## config.mk

```make
export PLATFORM = sky130hd
export DESIGN_NAME = sha256_msg_ctrl_flat
export DESIGN_NICKNAME = d
export VERILOG_FILES = /design/src/rtl/sha256_msg_ctrl_pkg.sv /design/src/rtl/sha256_msg_ctrl_if.sv /design/src/rtl/sha256_msg_ctrl_pad_blk.sv /design/src/rtl/sha256_msg_ctrl.sv /design/src/flat_wrapper.sv
export SDC_FILE = /design/constraint.sdc
export NUM_CORES = 2
export LEC_CHECK = 0
export ABC_AREA = 1
export BUFFER_PORTS_ARGS = -buffer_cell sky130_fd_sc_hd__buf_2
export CAP_MARGIN = 20
export CELL_PAD_IN_SITES_DETAIL_PLACEMENT = 1
export CELL_PAD_IN_SITES_GLOBAL_PLACEMENT = 1
export CORE_AREA = 2 2 775 777
export CTS_CLUSTER_DIAMETER = 80
export DETAILED_ROUTE_END_ITERATION = 8
export DIE_AREA = 0 0 777 779
export GPL_TIMING_DRIVEN = 0
export PLACE_DENSITY_LB_ADDON = 0.1
export SETUP_SLACK_MARGIN = 0.5
export SLEW_MARGIN = 0
export SYNTH_ARGS = -nofsm -noshare
export SYNTH_HDL_FRONTEND = slang
export SYNTH_SLANG_ARGS = --single-unit
export TNS_END_PERCENT = 100
```

## constraint.sdc

```tcl
create_clock -name aclk -period 2.3 [get_ports aclk]
set_input_delay 0.115 -clock aclk [delete_from_list [all_inputs] [get_ports aclk]]
set_output_delay 0.115 -clock aclk [all_outputs]
set_load 0.005 [all_outputs]
```

## src/rtl/sha256_msg_ctrl_pkg.sv

```systemverilog
// Shared constants, FSM state type and helpers for the SHA-256 message controller
// and its block padder.
package sha_pkg;
    localparam int         BLK_BITS  = 512;
    localparam int         BLK_BYTES = BLK_BITS / 8;
    localparam int         DIG_BITS  = 256;
    localparam int         CNT_BITS  = 32;
    localparam int         LEN_OFFS  = 56;
    localparam logic [7:0] PAD_BYTE  = 8'h80;

    typedef enum logic [1:0] {ST_DATA, ST_PAD, ST_WAIT, ST_OUT} state_t;

    // PM_LAST: tail beat with n bytes; PM_PAD: extra length-only block.
    typedef enum logic [1:0] {PM_PASS, PM_LAST, PM_PAD} pad_mode_t;

    function automatic logic [6:0] popcount64(input logic [63:0] keep);
        logic [6:0] n;
        n = '0;
        for (int i = 0; i < 64; i++) n = n + 7'(keep[i]);
        return n;
    endfunction
endpackage

```

## src/rtl/sha256_msg_ctrl_if.sv

```systemverilog
// Stream, block and digest signals of the SHA-256 message controller.
// Every valid/ready pair: a transfer happens on a rising clock edge where both are
// high; the source keeps valid and its payload unchanged until that transfer.
interface sha256_msg_ctrl_if;
    import sha_pkg::*;

    logic [BLK_BITS-1:0]  s_tdata;
    logic [BLK_BYTES-1:0] s_tkeep;
    logic                 s_tlast;
    logic                 s_tvalid;
    logic                 s_tready;

    logic [BLK_BITS-1:0]  blk_data;
    logic                 blk_first;
    logic                 blk_last;
    logic                 blk_valid;
    logic                 blk_ready;

    logic [DIG_BITS-1:0]  dig_data;
    logic                 dig_valid;

    logic [BLK_BITS-1:0]  m_tdata;
    logic [BLK_BYTES-1:0] m_tkeep;
    logic                 m_tlast;
    logic                 m_tvalid;
    logic                 m_tready;

    modport slave (
        input  s_tdata, s_tkeep, s_tlast, s_tvalid,
        output s_tready,
        output blk_data, blk_first, blk_last, blk_valid,
        input  blk_ready,
        input  dig_data, dig_valid,
        output m_tdata, m_tkeep, m_tlast, m_tvalid,
        input  m_tready
    );

    modport master (
        output s_tdata, s_tkeep, s_tlast, s_tvalid,
        input  s_tready,
        input  blk_data, blk_first, blk_last, blk_valid,
        output blk_ready,
        output dig_data, dig_valid,
        input  m_tdata, m_tkeep, m_tlast, m_tvalid,
        output m_tready
    );
endinterface

```

## src/rtl/sha256_msg_ctrl_pad_blk.sv

```systemverilog
// Combinational SHA-256 block former: pass-through, tail-beat padding, or the
// extra length-only block. Length is the big-endian bit count in bytes 56..63.
module sha256_pad_blk
    import sha_pkg::*;
(
    input  logic [BLK_BITS-1:0] data,
    input  logic [6:0]          n,
    input  logic [60:0]         count,
    input  pad_mode_t           mode,
    output logic [BLK_BITS-1:0] blk
);
    logic [63:0] len_bits;
    logic        put_len;

    assign len_bits = {count, 3'b000};
    assign put_len  = (mode == PM_PAD) || ((mode == PM_LAST) && (n <= 7'd55));

    always_comb begin
        blk = '0;
        for (int i = 0; i < BLK_BYTES; i++) begin
            if ((mode == PM_PASS) || ((mode == PM_LAST) && (7'(i) < n)))
                blk[8*i +: 8] = data[8*i +: 8];
            else if ((mode == PM_LAST) && (7'(i) == n))
                blk[8*i +: 8] = PAD_BYTE;
        end
        // A full 64-byte tail left no room for the marker, so it opens the extra block.
        if ((mode == PM_PAD) && (n == 7'd64))
            blk[7:0] = PAD_BYTE;
        if (put_len) begin
            for (int j = 0; j < 8; j++)
                blk[8*(LEN_OFFS+j) +: 8] = len_bits[8*(7-j) +: 8];
        end
    end
endmodule

```

## src/rtl/sha256_msg_ctrl.sv

```systemverilog
// Message-level SHA-256 controller: pads a byte stream into 512-bit blocks for the
// compression core, then returns the digest as a single-beat stream packet.
module sha256_msg_ctrl
    import sha_pkg::*;
(
    input  logic                aclk,
    input  logic                aresetn,
    sha256_msg_ctrl_if.slave    bus,
    output logic [CNT_BITS-1:0] msg_cnt,
    output logic                err,
    output state_t              dbg_state
);
    state_t              state, state_nxt;
    logic [60:0]         byte_cnt, cnt_sum;
    logic                first_flag, pad_full, dig_got;
    logic [DIG_BITS-1:0] dig_reg;
    logic [BLK_BITS-1:0] blk_data_q;
    logic                blk_first_q, blk_last_q, blk_valid_q, m_valid_q;
    logic [6:0]          n_keep;
    logic                blk_free, s_accept;
    logic                pad_load, dig_take, to_out, out_done;
    pad_mode_t           pad_mode;
    logic [6:0]          pad_n;
    logic [60:0]         pad_count;
    logic [BLK_BITS-1:0] pad_out;

    assign n_keep   = popcount64(bus.s_tkeep);
    assign cnt_sum  = byte_cnt + 61'(n_keep);
    assign blk_free = !blk_valid_q || bus.blk_ready;
    assign s_accept = bus.s_tvalid && bus.s_tready;

    assign bus.s_tready  = (state == ST_DATA) && blk_free;
    assign bus.blk_data  = blk_data_q;
    assign bus.blk_first = blk_first_q;
    assign bus.blk_last  = blk_last_q;
    assign bus.blk_valid = blk_valid_q;
    assign bus.m_tdata   = {{(BLK_BITS-DIG_BITS){1'b0}}, dig_reg};
    assign bus.m_tkeep   = m_valid_q ? {32'h0000_0000, 32'hFFFF_FFFF} : '0;
    assign bus.m_tlast   = m_valid_q;
    assign bus.m_tvalid  = m_valid_q;
    assign dbg_state     = state;

    // The padder either shapes the incoming beat or, in ST_PAD, builds the extra block.
    always_comb begin
        if (state == ST_PAD) begin
            pad_mode  = PM_PAD;
            pad_n     = pad_full ? 7'd64 : 7'd0;
            pad_count = byte_cnt;
        end else begin
            pad_mode  = bus.s_tlast ? PM_LAST : PM_PASS;
            pad_n     = n_keep;
            pad_count = cnt_sum;
        end
    end

    sha256_pad_blk u_pad (
        .data  (bus.s_tdata),
        .n     (pad_n),
        .count (pad_count),
        .mode  (pad_mode),
        .blk   (pad_out)
    );

    always_ff @(posedge aclk or negedge aresetn) begin
        if (!aresetn) state <= ST_DATA;
        else          state <= state_nxt;
    end

    always_comb begin
        state_nxt = state;
        pad_load  = 1'b0;
        dig_take  = 1'b0;
        to_out    = 1'b0;
        out_done  = 1'b0;
        case (state)
            ST_DATA: begin
                if (s_accept && bus.s_tlast)
                    state_nxt = (n_keep <= 7'd55) ? ST_WAIT : ST_PAD;
            end
            ST_PAD: begin
                if (blk_free) begin
                    pad_load  = 1'b1;
                    state_nxt = ST_WAIT;
                end
            end
            ST_WAIT: begin
                // The digest may arrive in the very cycle the final block is taken.
                dig_take = bus.dig_valid;
                if (blk_free && (bus.dig_valid || dig_got)) begin
                    to_out    = 1'b1;
                    state_nxt = ST_OUT;
                end
            end
            ST_OUT: begin
                if (bus.m_tready) begin
                    out_done  = 1'b1;
                    state_nxt = ST_DATA;
                end
            end
            default: state_nxt = ST_DATA;
        endcase
    end

    always_ff @(posedge aclk or negedge aresetn) begin
        if (!aresetn) begin
            blk_data_q  <= '0;
            blk_first_q <= 1'b0;
            blk_last_q  <= 1'b0;
            blk_valid_q <= 1'b0;
            byte_cnt    <= '0;
            first_flag  <= 1'b1;
            pad_full    <= 1'b0;
            dig_got     <= 1'b0;
            dig_reg     <= '0;
            m_valid_q   <= 1'b0;
            msg_cnt     <= '0;
            err         <= 1'b0;
        end else begin
            if (blk_valid_q && bus.blk_ready)
                blk_valid_q <= 1'b0;
            if (s_accept || pad_load) begin
                blk_valid_q <= 1'b1;
                blk_data_q  <= pad_out;
                blk_first_q <= s_accept && first_flag;
                blk_last_q  <= pad_load || (bus.s_tlast && (n_keep <= 7'd55));
            end
            if (s_accept) begin
                byte_cnt   <= cnt_sum;
                first_flag <= 1'b0;
                pad_full   <= (n_keep == 7'd64);
            end
            if (dig_take) begin
                dig_reg <= bus.dig_data;
                dig_got <= 1'b1;
            end
            if (to_out)
                m_valid_q <= 1'b1;
            if (out_done) begin
                m_valid_q  <= 1'b0;
                msg_cnt    <= msg_cnt + CNT_BITS'(1);
                byte_cnt   <= '0;
                first_flag <= 1'b1;
                dig_got    <= 1'b0;
            end
            if (bus.dig_valid && (state != ST_WAIT))
                err <= 1'b1;
        end
    end
endmodule

```

## src/flat_wrapper.sv

```systemverilog
// flat-port wrapper written by rule: the top's interface ports become plain ports
module sha256_msg_ctrl_flat import sha_pkg::*;
  (aclk, aresetn, msg_cnt, err, dbg_state, bus_s_tdata, bus_s_tkeep, bus_s_tlast, bus_s_tvalid, bus_s_tready, bus_blk_data, bus_blk_first, bus_blk_last, bus_blk_valid, bus_blk_ready, bus_dig_data, bus_dig_valid, bus_m_tdata, bus_m_tkeep, bus_m_tlast, bus_m_tvalid, bus_m_tready);
  sha256_msg_ctrl_if bus_i ();
  input  logic aclk;
  input  logic aresetn;
  output logic [CNT_BITS-1:0] msg_cnt;
  output logic err;
  output state_t dbg_state;
  input wire logic [$bits(bus_i.s_tdata)-1:0] bus_s_tdata;
  input wire logic [$bits(bus_i.s_tkeep)-1:0] bus_s_tkeep;
  input wire logic [$bits(bus_i.s_tlast)-1:0] bus_s_tlast;
  input wire logic [$bits(bus_i.s_tvalid)-1:0] bus_s_tvalid;
  output wire logic [$bits(bus_i.s_tready)-1:0] bus_s_tready;
  output wire logic [$bits(bus_i.blk_data)-1:0] bus_blk_data;
  output wire logic [$bits(bus_i.blk_first)-1:0] bus_blk_first;
  output wire logic [$bits(bus_i.blk_last)-1:0] bus_blk_last;
  output wire logic [$bits(bus_i.blk_valid)-1:0] bus_blk_valid;
  input wire logic [$bits(bus_i.blk_ready)-1:0] bus_blk_ready;
  input wire logic [$bits(bus_i.dig_data)-1:0] bus_dig_data;
  input wire logic [$bits(bus_i.dig_valid)-1:0] bus_dig_valid;
  output wire logic [$bits(bus_i.m_tdata)-1:0] bus_m_tdata;
  output wire logic [$bits(bus_i.m_tkeep)-1:0] bus_m_tkeep;
  output wire logic [$bits(bus_i.m_tlast)-1:0] bus_m_tlast;
  output wire logic [$bits(bus_i.m_tvalid)-1:0] bus_m_tvalid;
  input wire logic [$bits(bus_i.m_tready)-1:0] bus_m_tready;
  assign bus_i.s_tdata = bus_s_tdata;
  assign bus_i.s_tkeep = bus_s_tkeep;
  assign bus_i.s_tlast = bus_s_tlast;
  assign bus_i.s_tvalid = bus_s_tvalid;
  assign bus_s_tready = bus_i.s_tready;
  assign bus_blk_data = bus_i.blk_data;
  assign bus_blk_first = bus_i.blk_first;
  assign bus_blk_last = bus_i.blk_last;
  assign bus_blk_valid = bus_i.blk_valid;
  assign bus_i.blk_ready = bus_blk_ready;
  assign bus_i.dig_data = bus_dig_data;
  assign bus_i.dig_valid = bus_dig_valid;
  assign bus_m_tdata = bus_i.m_tdata;
  assign bus_m_tkeep = bus_i.m_tkeep;
  assign bus_m_tlast = bus_i.m_tlast;
  assign bus_m_tvalid = bus_i.m_tvalid;
  assign bus_i.m_tready = bus_m_tready;
  sha256_msg_ctrl u_core (.aclk(aclk), .aresetn(aresetn), .bus(bus_i), .msg_cnt(msg_cnt), .err(err), .dbg_state(dbg_state));
endmodule
```

==> results.md <==
* Status: finished, violations left
* Violated checks: negative hold slack, negative setup slack
* RSZ-0062 raised after global routing: yes
* Die area at 605,000 um^2
* I/O pin count at 1,968
* Crit. path cell count at 33
* Sequential cell area at 21,800 um^2
* Largest net degree at the start of global routing at 128
* Crit path launch: bus_s_tkeep[18]
* F_max at 144 MHz
* Yosys top cell by area: sky130_fd_sc_hd__dfrtp_1
* Total of buffers placed on input and output ports at 1,678
* Post-detailed-placement half-perimeter wirelength at 385,000 um
* Share of the clock period used by the worst path after layout at 303%
* Crit path kind: input port to flop
* Worst setup endpoint: u_core.bus.blk_data[466]
* Number of global-route vias before repair at 55,900
* Synthesized flop and latch total at 871
* DRC violation total after the first TritonRoute iteration at 1,702
* Number of max-slew violations in the final report at 0
* Gr usage total at 14.3%
* Highest-count cells in the layout ignoring fill and taps: sky130_fd_sc_hd__nand2_1 (2,142), sky130_fd_sc_hd__buf_2 (1,690), sky130_fd_sc_hd__dlygate4sd3_1 (1,084)
* Primary FF master, synth: sky130_fd_sc_hd__dfrtp_1
* Type of the tightest min-delay check: input port to asynchronous set/reset pin
* Mean number of vias per cell at 3.02
* Finish-stage setup viols at 865
* Area overhead of the layout relative to synthesis at 100%
* Post-route ant nets at 0
* Root Buffer Master: sky130_fd_sc_hd__clkbuf_16
* Filler cell count in the final layout at 70,800
* Slowest stage delay, CP at 0.57 ns
* FFs w/ async S/R, synth at 100%
* Post-detailed-placement cell area at 63,700 um^2
* Count of flip-flops with a built-in enable after synthesis at 0
* Count of buffering cells on the critical path with inverters included at 8
* Critical Path Fanout Max at 7
* DR vias at 51,300
* Proportion of netlist area held by the largest area contributor at 50.4%
* Clock latency on the worst-skew pair at 0.90 ns
* Clock period minus worst slack at 6.97 ns
* Initial Util at 7.24%
* Transition time at the pin with the least slew margin at 1.17 ns
* H-tree level count at 4
* Critical path launch point type: input port
* Post-Syn Instances at 5,409
* First-pass GRT wire length at 575,000 um
* Cell occurring most often along the worst timing path: sky130_fd_sc_hd__fa_1
* Total of max-cap violations at 0
* Share of the yosys chip area belonging to registers at 50.4%
* Total number of yosys warnings at 0
* Longest Clk Path Bufs at 4
* Net count reported at finish at 9,819
* Number of sinks driven by the clock tree at 871
* Critical path data arrival time at 7.74 ns
* Mean area per synthesized cell at 7.99 um^2
* Share of final-layout standard cells stronger than drive strength 1 at 35.1%
* Setup slack after layout at -4.67 ns
* Worst reg2reg path startpoint: u_core.dbg_state[1]
* Cell Rows at 284
* Hold Vio Cnt, Final at 158
* Leading cell type in the layout, fill and taps excluded: sky130_fd_sc_hd__nand2_1
* Post-Route Hold Slack at -0.762 ns
* X dimension of the die at 777 um
* CTS clock-pin slew for the worst setup and hold paths at 0.05 ns
* Vertical die dimension at 779 um
* Number of different library cells in the post-synthesis netlist at 50
* Setup crit end kind: flop
* Average detailed-routed wire length per instance at 26.6 um
* Number of DRC violations after detailed routing at 0
* Placeable Area at 597,000 um^2
* Dominant delay contributor by cell family on the critical path: adder cells
* Detailed-router iteration count before antenna repair at 5
* Max FFs per register at 512
* Leading post-synthesis cells by cell area: sky130_fd_sc_hd__dfrtp_1 (50%), sky130_fd_sc_hd__nand2_1 (20%), sky130_fd_sc_hd__buf_4 (5.7%), sky130_fd_sc_hd__nand3_1 (4.8%), sky130_fd_sc_hd__o21ai_0 (3.6%)
* Post-Route Skew at 0.0942 ns
* Initial antenna violation count at 234
* Total wire length after detailed routing at 453,000 um
* Slowest CP cell: sky130_fd_sc_hd__fa_1
* TritonCTS clock tree: done
* Final instance area at 86,600 um^2
* Critical path data required time at 3.07 ns
* Weighted congestion reported at the end of routability-driven placement at 0.858
* Summed instance area of the synthesized netlist at 43,200 um^2
* Total global routing overflow at 0
* Reg2reg setup slack at -3.37 ns
* R2R cell count at 11
* Setup total negative slack at -2723.88 ns
* Endpoint of the worst register-to-register path: u_core.bus.blk_data[39]
* Multi-input logic area at 21,700 um^2
* TritonCTS Buffers at 166
* Worst relative slew slack at 21.8%
[Yosys cell counts (all sizes together), types with 3 or more instances]
library cell	instances
fa	55
buf	372
clkbuf	175
nand2	2378
nor3	48
a21oi	62
xor2	38
inv	287
a31oi	8
nand3b	7
ha	31
xnor2	15
nor2	219
nor4	3
o211ai	14
o21ai	339
nand4	46
or2	3
nand3	423
dfrtp	870
[final cells by class]
type                       count  area share [%]
antenna                      120           0.347
tap                         7865            11.4
inverter                     289            1.32
multi-input combinational   3991            25.1
clock buffer                 224            5.34
sequential                   871            25.2
buffer                       547            4.08
clock inverter                61            1.03
timing repair buffer        3028            26.3
[per-layer routing]
layer  part of all wire, %  track usage, %  vias up  wire, um
li1                      -               -    23600         -
met1                    35            14.3    25300    157000
met2                    56            29.0     1711    254000
met3                   6.1            3.63      545     27800
met4                   2.9            3.51       66     13200
met5                 0.094               0        -       425
[through the flow]
stage	worst slack, ns	utilization, %	instances
2_1_floorplan	-4.46	-	5696
3_3_place_gp	-24.77	10.5	15200
3_5_place_dp	-6.79	10.7	15300
4_1_cts	-4.66	14.0	16800
5_1_grt	-4.80	14.5	17000
6_report	-4.67	14.5	17000
[cells by family (layout without fill, tap and decap cells)]
family	after synthesis	after routing	synth area share (%)
compound gates	433	433	5.28
xor+xnor	53	53	1.09
fa+ha+maj	86	86	3.45
buf+inv	836	4149	10.2
flops	871	871	50.4
other cells	1	408	0.00868
simple gates	3129	3131	29.5
[worst min path at each step]
| stage | depth (start not counted) | end |
|---|---|---|
| final | 1 | u_core.dig_reg[224] |
| after detailed placement | 1 | u_core.dig_reg[224] |
| after global placement | 3 | u_core.dig_reg[91] |
| after floorplan | 0 | u_core.bus.blk_data[0] |
| after global routing | 1 | u_core.dig_reg[224] |
| after CTS | 1 | u_core.dig_reg[216] |
[repair_timing]
item	CTS	global route
setup endpoints to repair	1053	1143
pin swaps	190	224
hold buffers	1079	7
gates cloned	2	4
setup buffers	136	82
gates resized for setup	541	394
hold endpoints to repair	1078	129
Power is not shown: default switching activity piles up to over one toggle a cycle in this logic, so the estimate is an artifact.
